**src/rtl/sensor_cmd_pkg.sv**
```systemverilog
// sensor_cmd_pkg: command/response codes, FSM encoding and sensor frame layout.
package sensor_cmd_pkg;

  localparam logic [7:0] CMD_STATUS = 8'h00;
  localparam logic [7:0] CMD_TEMP   = 8'h01;
  localparam logic [7:0] CMD_HUM    = 8'h02;
  localparam logic [7:0] CMD_CT_ON  = 8'h03;
  localparam logic [7:0] CMD_CH_ON  = 8'h04;
  localparam logic [7:0] CMD_CT_OFF = 8'h05;
  localparam logic [7:0] CMD_CH_OFF = 8'h06;

  localparam logic [7:0] RSP_OK     = 8'h07;
  localparam logic [7:0] RSP_HUM    = 8'h08;
  localparam logic [7:0] RSP_TEMP   = 8'h09;
  localparam logic [7:0] RSP_CT_OFF = 8'h0A;
  localparam logic [7:0] RSP_CH_OFF = 8'h0B;
  localparam logic [7:0] RSP_FAIL   = 8'h1F;
  localparam logic [7:0] RSP_BAD    = 8'hFF;

  localparam logic [2:0] S_IDLE        = 3'd0;
  localparam logic [2:0] S_SENSE       = 3'd1;
  localparam logic [2:0] S_WAIT_SENSOR = 3'd2;
  localparam logic [2:0] S_TX0         = 3'd3;
  localparam logic [2:0] S_WAIT_TX0    = 3'd4;
  localparam logic [2:0] S_TX1         = 3'd5;
  localparam logic [2:0] S_WAIT_TX1    = 3'd6;

  localparam int HUM_INT_LSB   = 32;
  localparam int HUM_FRAC_LSB  = 24;
  localparam int TEMP_INT_LSB  = 16;
  localparam int TEMP_FRAC_LSB = 8;
  localparam int CSUM_LSB      = 0;

  typedef enum logic [1:0] {RD_STATUS, RD_TEMP, RD_HUM} read_kind_t;

  function automatic logic [7:0] field(input logic [39:0] d, input int lsb);
    return d[lsb +: 8];
  endfunction

  function automatic logic csum_ok(input logic [39:0] d);
    logic [7:0] s;
    s = field(d, HUM_INT_LSB) + field(d, HUM_FRAC_LSB) + field(d, TEMP_INT_LSB) + field(d, TEMP_FRAC_LSB);
    return s == field(d, CSUM_LSB);
  endfunction

endpackage

```
**src/rtl/sensor_cmd_scheduler_pulse_sync.sv**
```systemverilog
// pulse_sync: two-flop synchronizer with a one-cycle rising-edge pulse.
module pulse_sync (
  input  logic clk,
  input  logic rst_n,
  input  logic din,
  output logic pulse
);
  logic [2:0] sr;
  always_ff @(posedge clk or negedge rst_n)
    if (!rst_n) sr <= '0;
    else sr <= {sr[1:0], din};
  assign pulse = sr[1] & ~sr[2];
endmodule

```
**src/rtl/sensor_cmd_scheduler.sv**
```systemverilog
// sensor_cmd_scheduler: decodes host frames and periodic ticks into sensor reads
// and two-byte responses handed to the UART transmitter.
module sensor_cmd_scheduler
  import sensor_cmd_pkg::*;
#(
  parameter int PERIOD_CYCLES = 50_000_000,
  parameter int NUM_SENSORS   = 32
) (
  input  logic        clk,
  input  logic        rst_n,
  input  logic [15:0] rx_data,
  input  logic        rx_done,
  output logic        sensor_req,
  output logic [4:0]  sensor_addr,
  input  logic        sensor_ack,
  input  logic [39:0] sensor_data,
  input  logic        sensor_err,
  output logic [7:0]  tx_byte,
  output logic        tx_start,
  input  logic        tx_busy,
  output logic        cont_temp,
  output logic        cont_hum,
  output logic        overrun
);
  localparam int TW = PERIOD_CYCLES > 1 ? $clog2(PERIOD_CYCLES) : 1;

  logic             rx_pulse;
  logic             slot_valid;
  logic [15:0]      slot_data;
  logic             take;
  logic [7:0]       cmd;
  logic [7:0]       addr;
  logic             addr_ok;
  logic             rd_ok;
  logic [2:0]       state;
  read_kind_t       kind;
  logic [7:0]       rsp_code;
  logic [7:0]       rsp_val;
  logic             seen_busy;
  logic             is_tick;
  logic             tick_hum;
  logic             tick_pending;
  logic [4:0]       cont_addr;
  logic [TW-1:0]    timer;

  pulse_sync u_sync (
    .clk   (clk),
    .rst_n (rst_n),
    .din   (rx_done),
    .pulse (rx_pulse)
  );

  assign cmd        = slot_data[7:0];
  assign addr       = slot_data[15:8];
  assign addr_ok    = int'(addr) < NUM_SENSORS;
  assign take       = state == S_IDLE && slot_valid;
  assign rd_ok      = !sensor_err && csum_ok(sensor_data);
  assign sensor_req = state == S_SENSE || state == S_WAIT_SENSOR;
  assign tx_start   = (state == S_TX0 || state == S_TX1) && !tx_busy;
  assign tx_byte    = state == S_TX0 ? rsp_code : state == S_TX1 ? rsp_val : 8'h00;

  // A frame arriving in the same cycle the slot is drained refills it instead of overrunning.
  always_ff @(posedge clk or negedge rst_n) begin
    if (!rst_n) begin
      slot_valid <= 1'b0;
      slot_data  <= '0;
      overrun    <= 1'b0;
    end else if (rx_pulse) begin
      if (slot_valid && !take) overrun <= 1'b1;
      else begin
        slot_data  <= rx_data;
        slot_valid <= 1'b1;
      end
    end else if (take) slot_valid <= 1'b0;
  end

  always_ff @(posedge clk or negedge rst_n) begin
    if (!rst_n) begin
      state        <= S_IDLE;
      kind         <= RD_STATUS;
      rsp_code     <= '0;
      rsp_val      <= '0;
      seen_busy    <= 1'b0;
      is_tick      <= 1'b0;
      tick_hum     <= 1'b0;
      tick_pending <= 1'b0;
      cont_temp    <= 1'b0;
      cont_hum     <= 1'b0;
      cont_addr    <= '0;
      sensor_addr  <= '0;
      timer        <= '0;
    end else begin
      case (state)
        S_IDLE:
          if (slot_valid) begin
            is_tick <= 1'b0;
            if (!addr_ok || cmd > CMD_CH_OFF) begin
              {rsp_code, rsp_val} <= {RSP_BAD, 8'h00};
              state <= S_TX0;
            end else if (cmd == CMD_CT_OFF) begin
              cont_temp <= 1'b0;
              {rsp_code, rsp_val} <= {RSP_CT_OFF, 8'h00};
              state <= S_TX0;
            end else if (cmd == CMD_CH_OFF) begin
              cont_hum <= 1'b0;
              {rsp_code, rsp_val} <= {RSP_CH_OFF, 8'h00};
              state <= S_TX0;
            end else begin
              sensor_addr <= addr[4:0];
              kind <= cmd == CMD_STATUS ? RD_STATUS : (cmd == CMD_TEMP || cmd == CMD_CT_ON) ? RD_TEMP : RD_HUM;
              if (cmd == CMD_CT_ON) cont_temp <= 1'b1;
              if (cmd == CMD_CH_ON) cont_hum <= 1'b1;
              if (cmd == CMD_CT_ON || cmd == CMD_CH_ON) cont_addr <= addr[4:0];
              state <= S_SENSE;
            end
          end else if (tick_pending) begin
            // tick_hum marks that the temperature half of a dual-mode tick is done
            if (cont_temp && !tick_hum) begin
              kind        <= RD_TEMP;
              is_tick     <= 1'b1;
              sensor_addr <= cont_addr;
              state       <= S_SENSE;
            end else if (cont_hum) begin
              kind        <= RD_HUM;
              is_tick     <= 1'b1;
              sensor_addr <= cont_addr;
              state       <= S_SENSE;
            end else begin
              tick_pending <= 1'b0;
              tick_hum     <= 1'b0;
            end
          end
        S_SENSE: state <= S_WAIT_SENSOR;
        S_WAIT_SENSOR:
          if (sensor_ack) begin
            rsp_code <= !rd_ok ? RSP_FAIL : kind == RD_STATUS ? RSP_OK : kind == RD_TEMP ? RSP_TEMP : RSP_HUM;
            rsp_val  <= (!rd_ok || kind == RD_STATUS) ? 8'h00 :
                        kind == RD_TEMP ? field(sensor_data, TEMP_INT_LSB) : field(sensor_data, HUM_INT_LSB);
            state    <= S_TX0;
          end
        S_TX0, S_TX1:
          if (!tx_busy) begin
            seen_busy <= 1'b0;
            state     <= state == S_TX0 ? S_WAIT_TX0 : S_WAIT_TX1;
          end
        S_WAIT_TX0:
          if (tx_busy) seen_busy <= 1'b1;
          else if (seen_busy) state <= S_TX1;
        S_WAIT_TX1:
          if (tx_busy) seen_busy <= 1'b1;
          else if (seen_busy) begin
            state <= S_IDLE;
            if (is_tick) begin
              if (kind == RD_TEMP && cont_hum) tick_hum <= 1'b1;
              else begin
                tick_pending <= 1'b0;
                tick_hum     <= 1'b0;
              end
            end
          end
        default: state <= S_IDLE;
      endcase
      // a wrap in the same cycle as a tick completes must win, so this comes last
      if (!(cont_temp || cont_hum)) timer <= '0;
      else if (timer == TW'(PERIOD_CYCLES - 1)) begin
        timer        <= '0;
        tick_pending <= 1'b1;
      end else timer <= timer + TW'(1);
    end
  end

endmodule
```
**config.mk**
```make
export PLATFORM = sky130hd
export DESIGN_NAME = sensor_cmd_scheduler
export DESIGN_NICKNAME = d
export VERILOG_FILES = /design/src/rtl/sensor_cmd_pkg.sv /design/src/rtl/sensor_cmd_scheduler_pulse_sync.sv /design/src/rtl/sensor_cmd_scheduler.sv
export SDC_FILE = /design/constraint.sdc
export NUM_CORES = 1
export LEC_CHECK = 0
export ABC_AREA = 1
export CAP_MARGIN = 15
export CORE_MARGIN = 2
export CORE_UTILIZATION = 45
export CTS_BUF_LIST = sky130_fd_sc_hd__clkbuf_4
export DETAILED_ROUTE_END_ITERATION = 8
export PLACE_DENSITY = 0.8
export SLEW_MARGIN = 10
export SYNTH_ARGS = -nofsm -noshare
export SYNTH_HDL_FRONTEND = slang
export SYNTH_SLANG_ARGS = --single-unit
```
**constraint.sdc**
```tcl
create_clock -name clk -period 1.42 [get_ports clk]
set_input_delay 0.142 -clock clk [delete_from_list [all_inputs] [get_ports clk]]
set_output_delay 0.142 -clock clk [all_outputs]
set_load 0.05 [all_outputs]
```
==> metrics list <==
- Dividing the final minimum period by the clock period gives 188%.
* Post-route minimum period: 2.67 ns
- Leading post-synthesis cells by instance count: 169 x sky130_fd_sc_hd__nand2_1, 91 x sky130_fd_sc_hd__inv_1, 82 x sky130_fd_sc_hd__dfrtp_1, 74 x sky130_fd_sc_hd__nor2_1, 35 x sky130_fd_sc_hd__nand3_1
* Worst slew margin: 49.3%
* Cells taking the most area after synthesis: sky130_fd_sc_hd__dfrtp_1 39%, sky130_fd_sc_hd__nand2_1 12%, sky130_fd_sc_hd__inv_1 6.5%
* Final worst setup slack: -1.25 ns
- Setup violation total in the final timing report: 87
- The number of global-route vias before repair came to 5,719.
- Worst Clk Skew: 0.0243 ns
- The number of clock buffers added by TritonCTS is 9.
- Area fraction of the dominant cell type after synthesis: 39.0%
- Of all nets on the critical path, the largest fanout is 5.
- The worst setup path is launched from an input pin.
- In this run the power density over the cells is 1480 nW/µm².
- Violated checks: setup timing
- Across the run, the number of max-cap violations was 0.
* Clock latency on the worst-skew pair: 0.46 ns
* Worst R2R Start: state[0]
- Register-to-register path setup slack: -0.59 ns
- Fin. max-slew vios: 0
- Starting utilization of the core area: 46.1%
- The final layout contains routed wiring with a total length of 20,800 µm.
- Floorplan Core Area: 11,400 µm²
- Pin placement for this block handled 80 I/O pins.
- Worst hold slack after final layout: 0.105 ns
- Largest net degree at the start of global routing: 38
* Total number of placement rows: 39
- Count of nets left with antenna violations after detail routing: 0
- Count of state elements after synthesis: 82
* Area leader, netlist: sky130_fd_sc_hd__dfrtp_1
- The number of hold violations in the final report is 0.
* Standby leakage power: 0.00402 µW
- After the last flow step, the layout net total stands at 984.
- Number of clock sinks: 82
- The post-route netlist has 43.6% of its cells at a drive strength greater than 1.
* Maximum clock rate: 375 MHz
* Unrepaired setup endpoints after global routing: true
- The number of nets handed over by synthesis was 757.
- Initial antenna violation count: 1
- Registers take 2050 µm².
* FILL cells: 687
- CTS placed an instance of sky130_fd_sc_hd__clkbuf_4 at the clock tree root.
* Crit end category: flip-flop
- In this run the deepest clock path goes through 2 buffers.
- Worst Path Arrival: 3.08 ns
* Number of stages on the worst hold path: 1
* Start-to-end type of the worst setup path: input pin to flip-flop
- Number of cells on the worst reg-to-reg path: 12
* Required time of the critical path: 1.84 ns
* Worst slack after detailed placement: -2.00 ns
* Total gr overflow: 0
* Start point of the worst hold path: rx_done
- The floorplan step defined a die boundary enclosing 12,600 µm².
- Average wire per standard cell: 19.8 µm
* Area occupied by multi-input gates: 3720 µm²
- Mapped Area: 5260 µm²
* Number of warnings issued by yosys: 0
- Port buffering added 79 buffers.
- Count leader, synth: sky130_fd_sc_hd__nand2_1
- Width of the die: 112 µm
* Die boundary height: 112 µm
- The run finished, with violations left.
* Synthesis-to-layout area growth: 64.8%
* Number of levels the H-tree was split into: 3
- Global-route usage over all layers: 26.3%
* Global-route wire length before repair: 26,900 µm
- For this run, design rule violations remaining after detail routing come to 0.
* Worst flop-to-flop path endpoint: rsp_code[3]
- Actual slew at the worst max-slew pin: 0.757 ns
- Counting flops with an async set or reset pin after synthesis yields a share of 100%.
* Final weighted congestion of routability-driven global placement: 0.954
* Most frequently used flop master after synthesis: sky130_fd_sc_hd__dfrtp_1
- Half-perimeter wire length of the detailed placement result: 10,500 µm
- The cell count after synthesis came out at 673.
* Post-synthesis average cell area: 7.82 µm²
- Worst min-delay path class: input pin to flip-flop
- Clock tree from TritonCTS: yes
- For hold timing, the worst endpoint is u_sync.sr[0].
- Clock input transition at the sequential cells of the worst setup and hold paths: 0.16 ns
- The first detailed-routing pass ran for 6 iterations.
- Drt via density: 5.94
* Via count: 6,230
- In this run, synthesis inferred 0 flip-flops with an integrated enable.
* Overall power consumption: 12,800 µW
- Sequential cells were found to cover 39.0% of the synthesized design area.
* Yosys cell types: 45
- Maximum VDD drop: 1310 µV
- DRT iter0 DRCs: 723
## where the power goes
part | switching [µW] | leakage [µW] | total [µW] | internal (µW)
Sequential | 395 | 0.00105 | 3190 | 2800
Clock | 925 | 0.0000534 | 1280 | 351
Combinational | 4600 | 0.00292 | 8350 | 3750
Total | 5920 | 0.00402 | 12800 | 6900
## worst max-delay path: stages
cell,delay [ns]
sky130_fd_sc_hd__buf_6,0.09
sky130_fd_sc_hd__fa_1,0.54
sky130_fd_sc_hd__inv_2,0.04
sky130_fd_sc_hd__fa_1,0.49
sky130_fd_sc_hd__inv_2,0.05
sky130_fd_sc_hd__ha_4,0.16
sky130_fd_sc_hd__fa_2,0.40
sky130_fd_sc_hd__inv_2,0.07
sky130_fd_sc_hd__nand2_2,0.05
sky130_fd_sc_hd__nand2_1,0.06
sky130_fd_sc_hd__nand2_1,0.06
sky130_fd_sc_hd__nand2_2,0.07
sky130_fd_sc_hd__nand4_1,0.11
sky130_fd_sc_hd__nor2_2,0.19
sky130_fd_sc_hd__nand3_4,0.13
sky130_fd_sc_hd__nor2_4,0.18
sky130_fd_sc_hd__nand4_1,0.14
sky130_fd_sc_hd__nand2_1,0.10
## repair_timing
action	CTS	global route
hold buffers	1	0
buffers inserted	24	20
hold endpoints to repair	30	0
resized for setup	160	99
pin swaps	62	80
cloned	7	0
endpoints found under the setup margin	80	87
## per-layer routing
| layer | GRT usage (%) | vias to the layer above | wire [µm] |
|---|---|---|---|
| li1 | - | 2637 | - |
| met1 | 32.6 | 2902 | 7120 |
| met2 | 45.5 | 504 | 10200 |
| met3 | 4.59 | 187 | 1870 |
| met4 | 11.2 | 0 | 1640 |
| met5 | 0 | - | 0 |
## state kept, by name, indices dropped and copies added (netlist names)
name / flops
is_tick: 1
rsp_val: 8
sensor_addr: 5
tick_pending: 1
timer: 26
cont_temp: 1
slot_valid: 1
cont_addr: 5
cont_hum: 1
slot_data: 16
u_sync.sr: 3
state: 3
seen_busy: 1
rsp_code: 6
tick_hum: 1
overrun: 1
kind: 2
## worst max path at each step
stage	startpoint	to	slack, ns
5_1_grt	sensor_data[9]	rsp_val[3]	-1.35
2_1_floorplan	sensor_data[9]	rsp_val[0]	-1.33
4_1_cts	sensor_data[25]	rsp_val[2]	-1.17
3_3_place_gp	sensor_data[9]	rsp_val[0]	-1.90
3_5_place_dp	sensor_data[17]	rsp_val[3]	-2.00
6_report	sensor_data[9]	rsp_val[3]	-1.25
## area by class of cell
type | count | share of cell area, %
inverter | 101 | 4.55
tap | 143 | 2.06
antenna | 1 | 0.0289
clock buffer | 9 | 0.780
timing repair buffer | 222 | 25.4
multi-input combinational | 484 | 42.9
clock inverter | 7 | 0.505
sequential | 82 | 23.7
## cell usage in the layout (no fill, tap or decap), drive strengths merged
cell type and instances:
clkbuf 9, a22oi 1, nor2 86, o22ai 3, a21o 1, dlymetal6s2s 4, nor4 5, ha 8
dlygate4sd3 1, fa 14, nor3 20, clkinv 3, xor2 12, nand3 41, nand4 23, buf 164
clkdlybuf4s50 45, o31ai 3, nor3b 5, dfrtp 82, o21ai 43, nand3b 2, dlygate4sd2 8, a21oi 21
clkinvlp 3, a22o 3, xnor2 1, diode 1, inv 102, nand2 180, o22a 1, a31o 2
mux2 8, a211oi 1
## through the flow
| step | util [%] | cells | setup TNS [ns] | instance area (µm²) |
|---|---|---|---|---|
| after floorplan | - | 673 | -18.90 | 5400 |
| after global placement | 63.1 | 985 | -30.00 | 7210 |
| after detailed placement | 63.1 | 985 | -33.58 | 7210 |
| after CTS | 71.3 | 1033 | -30.85 | 8150 |
| after global routing | 75.9 | 1049 | -44.54 | 8670 |
| final | 75.9 | 1049 | -40.24 | 8670 |
## cell families after synthesis
family / after synthesis / synth area share (%)
compound gates: 78 / 8.80
fa+ha+maj: 22 / 7.23
xor+xnor: 13 / 2.16
flops: 82 / 39.0
simple gates: 357 / 32.1
buf+inv: 113 / 8.75
mux: 8 / 1.93
Note: power is estimated with default switching activity, not from simulation.
==> RTL change: new RTL, same flow settings <==
Change the parameter `PERIOD_CYCLES` from 50_000_000 to 25_000_000.
--- a/src/rtl/sensor_cmd_scheduler.sv
+++ b/src/rtl/sensor_cmd_scheduler.sv
@@ -4,5 +4,5 @@
   import sensor_cmd_pkg::*;
 #(
-  parameter int PERIOD_CYCLES = 50_000_000,
+  parameter int PERIOD_CYCLES = 25_000_000,
   parameter int NUM_SENSORS   = 32
 ) (
Function: no difference found for any inputs over 10 cycles, from zero or initial values and one cycle with rst_n low; that may be too few to reach the edited logic, so the function may still have changed.
==> RTL change against the original RTL <==
Non-clock buffer count grew 9; largest cell class unchanged; sequential share of layout area is essentially flat; register-to-register slack better by 0.07 ns; area after synthesis is 0.78% lower; setup slack lost 0.12 ns; routed wire length down 14%; highest routed layer unchanged; the flow still finishes with violations (negative setup slack); count of clock-buffer cells in the layout grew 1; power is 0.23% higher; first-iteration DRC count is 24% lower; maximum frequency shrank 4.2%; final area fell by 0.98%; sequential cell count decreased by 1.
==> RTL change: results (changes against the original RTL) <==
[metrics] first-pass GRT wire length: 25.5 mm (-5.1%)
[metrics] worst slew margin relative to its limit: 0.541 (+0.0474)
[metrics] maximum count of clock buffers along a single path: 2 (unchanged)
[metrics] final std cells w/o fill: 1,065 (+1.5%)
[metrics] net switching share of the total power: 0.440 (-0.0217)
[metrics] maximum number of pins on one net before global-route repair: 39 (+2.6%)
[metrics] antenna violations before repair: 0 (-1)
[metrics] overall global routing resource usage: 0.251 (-0.0128)
[metrics] synthesized area divided by synthesized cell count: 7.64 um2 (-2.2%)
[metrics] setup-violating endpoint count in the final report: 86 (-1.1%)
[metrics] GR Util met2: 0.442 (-0.0130)
[metrics] VDD IR-drop max: 1050 uV (-20%)
[metrics] smallest setup slack after layout: -1.36 ns (-0.116 ns)
[metrics] data arrival time of the worst path: 3.18 ns (+0.10 ns)
[metrics] Crit Path Max Fanout: 8 (+3)
[metrics] Post-synth top cells: sky130_fd_sc_hd__nand2_1 (164), sky130_fd_sc_hd__inv_1 (94), sky130_fd_sc_hd__nor2_1 (82), sky130_fd_sc_hd__dfrtp_1 (81), sky130_fd_sc_hd__nand3_1 (48)
[metrics] filler cell count: 704 (+2.5%)
[metrics] gp weighted congestion: 0.940 (-1.4%)
[metrics] synthesized netlist net count: 767 (+1.3%)
[metrics] Setup Buffers After CTS: 20 (-17%)
[metrics] Sum Neg Setup Slack: -38.71 ns (+1.53 ns)
[metrics] Met1 Routed Length: 6.92 mm (-2.9%)
[metrics] DP Worst Slack: -2.08 ns (-0.0746 ns)
[metrics] proportion of power drawn by combinational gates: 0.640 (-0.011)
[metrics] routing usage on met1: 0.311 (-0.0151)
[metrics] Leak: 4.06 nW (+1.0%)
[metrics] post_cts resized: 132 (-18%)
[metrics] setup clock skew after layout: 0.0236 ns (-0.000712 ns)
[metrics] Internal Dissipation: 7.20 mW (+4.3%)
[metrics] iteration-0 DRC count of the detailed router: 551 (-24%)
[metrics] outcome: complete, but fails checks
[metrics] number of antenna diodes: 0 (-1)
[metrics] power in sequential cells: 3.24 mW (+2%)
[metrics] Routed met2 length: 9.17 mm (-9.9%)
[metrics] clock slew seen by the registers of the worst setup and hold paths: 0.14 ns (-0.02 ns)
[metrics] via density per instance: 5.50 (-7.4%)
[metrics] placed instance count: 1,008 (+2.3%)
[metrics] violations in the final reports: negative setup slack
[metrics] registers with the most flip-flops: timer x25, slot_data x16, rsp_val x8
[metrics] sum of net half-perimeters after detailed placement: 10.6 mm (+0.43%)
[metrics] placed inst area: 7340 um2 (+1.8%)
[metrics] routed wire length per instance: 16.8 um (-15%)
[metrics] top post-synthesis cells by area: sky130_fd_sc_hd__dfrtp_1 (39%), sky130_fd_sc_hd__nand2_1 (12%), sky130_fd_sc_hd__inv_1 (6.8%)
[metrics] Met3 Routed Length: 1.19 mm (-36%)
[metrics] TritonRoute pass-1 iters: 5 (-1)
[metrics] GRT met3 Usage: 0.0463 (+0.000375)
[RTL change: cell count changes in the layout (fill, tap and decap cells not counted), moves of 7 or more]
cell,change
sky130_fd_sc_hd__dfrtp_2,+7
sky130_fd_sc_hd__nand2_2,-14
sky130_fd_sc_hd__nand2_1,+10
sky130_fd_sc_hd__dfrtp_1,-8
sky130_fd_sc_hd__buf_6,+7
sky130_fd_sc_hd__nand3_1,+15
sky130_fd_sc_hd__mux2_4,+8
[RTL change: critical path, stage by stage]
cell,delay [ns]
sky130_fd_sc_hd__buf_6,0.09
sky130_fd_sc_hd__fa_1,0.53
sky130_fd_sc_hd__inv_1,0.05
sky130_fd_sc_hd__fa_1,0.48
sky130_fd_sc_hd__inv_1,0.05
sky130_fd_sc_hd__ha_2,0.19
sky130_fd_sc_hd__fa_1,0.51
sky130_fd_sc_hd__inv_1,0.06
sky130_fd_sc_hd__nand2_2,0.07
sky130_fd_sc_hd__nand2_2,0.05
sky130_fd_sc_hd__nor2_1,0.08
sky130_fd_sc_hd__nand2_1,0.06
sky130_fd_sc_hd__nor2_1,0.08
sky130_fd_sc_hd__nand2_1,0.05
sky130_fd_sc_hd__nor2_1,0.08
sky130_fd_sc_hd__nand3_1,0.11
sky130_fd_sc_hd__nor2_4,0.21
sky130_fd_sc_hd__nand4_1,0.18
sky130_fd_sc_hd__nand2_1,0.12
[RTL change: path summary, 6_finish.rpt]
| kind | startpoint | to | slack [ns] | depth (start not counted) |
|---|---|---|---|---|
| setup / recovery | sensor_data[25] | rsp_val[1] | -1.36 | 19 |
| hold / removal | rx_done | u_sync.sr[0] | 0.13 | 1 |
| setup reg to reg | state[0] | rsp_val[1] | -0.52 | 13 |
| hold reg to reg | u_sync.sr[0] | u_sync.sr[1] | 0.36 | 0 |
| max in group asynchronous | rst_n | slot_data[1] | 0.72 | 3 |
| min in group asynchronous | rst_n | timer[4] | 0.15 | 2 |
[RTL change: final cells by class]
cell class | instances | area (um2) | area share
Multi-Input combinational cell | 490 | 3600 | 0.420
Clock buffer | 10 | 75.1 | 0.00875
Timing Repair inverter | 1 | 6.26 | 0.000729
Inverter | 103 | 409 | 0.0477
Sequential cell | 81 | 2040 | 0.237
Tap cell | 143 | 179 | 0.0208
Timing Repair Buffer | 231 | 2210 | 0.258
Clock inverter | 6 | 58.8 | 0.00685
[RTL change: cell families (layout without fill, tap and decap cells)]
group	after synthesis	after routing	synth area share
AO/OA/AOI/OAI	65	65	0.0714
buffers and inverters	115	351	0.0897
multiplexers	16	16	0.0345
AND/OR/NAND/NOR	377	380	0.331
flip-flops	81	81	0.388
adder cells (fa/ha/maj)	22	22	0.0729
XOR/XNOR	7	7	0.0117
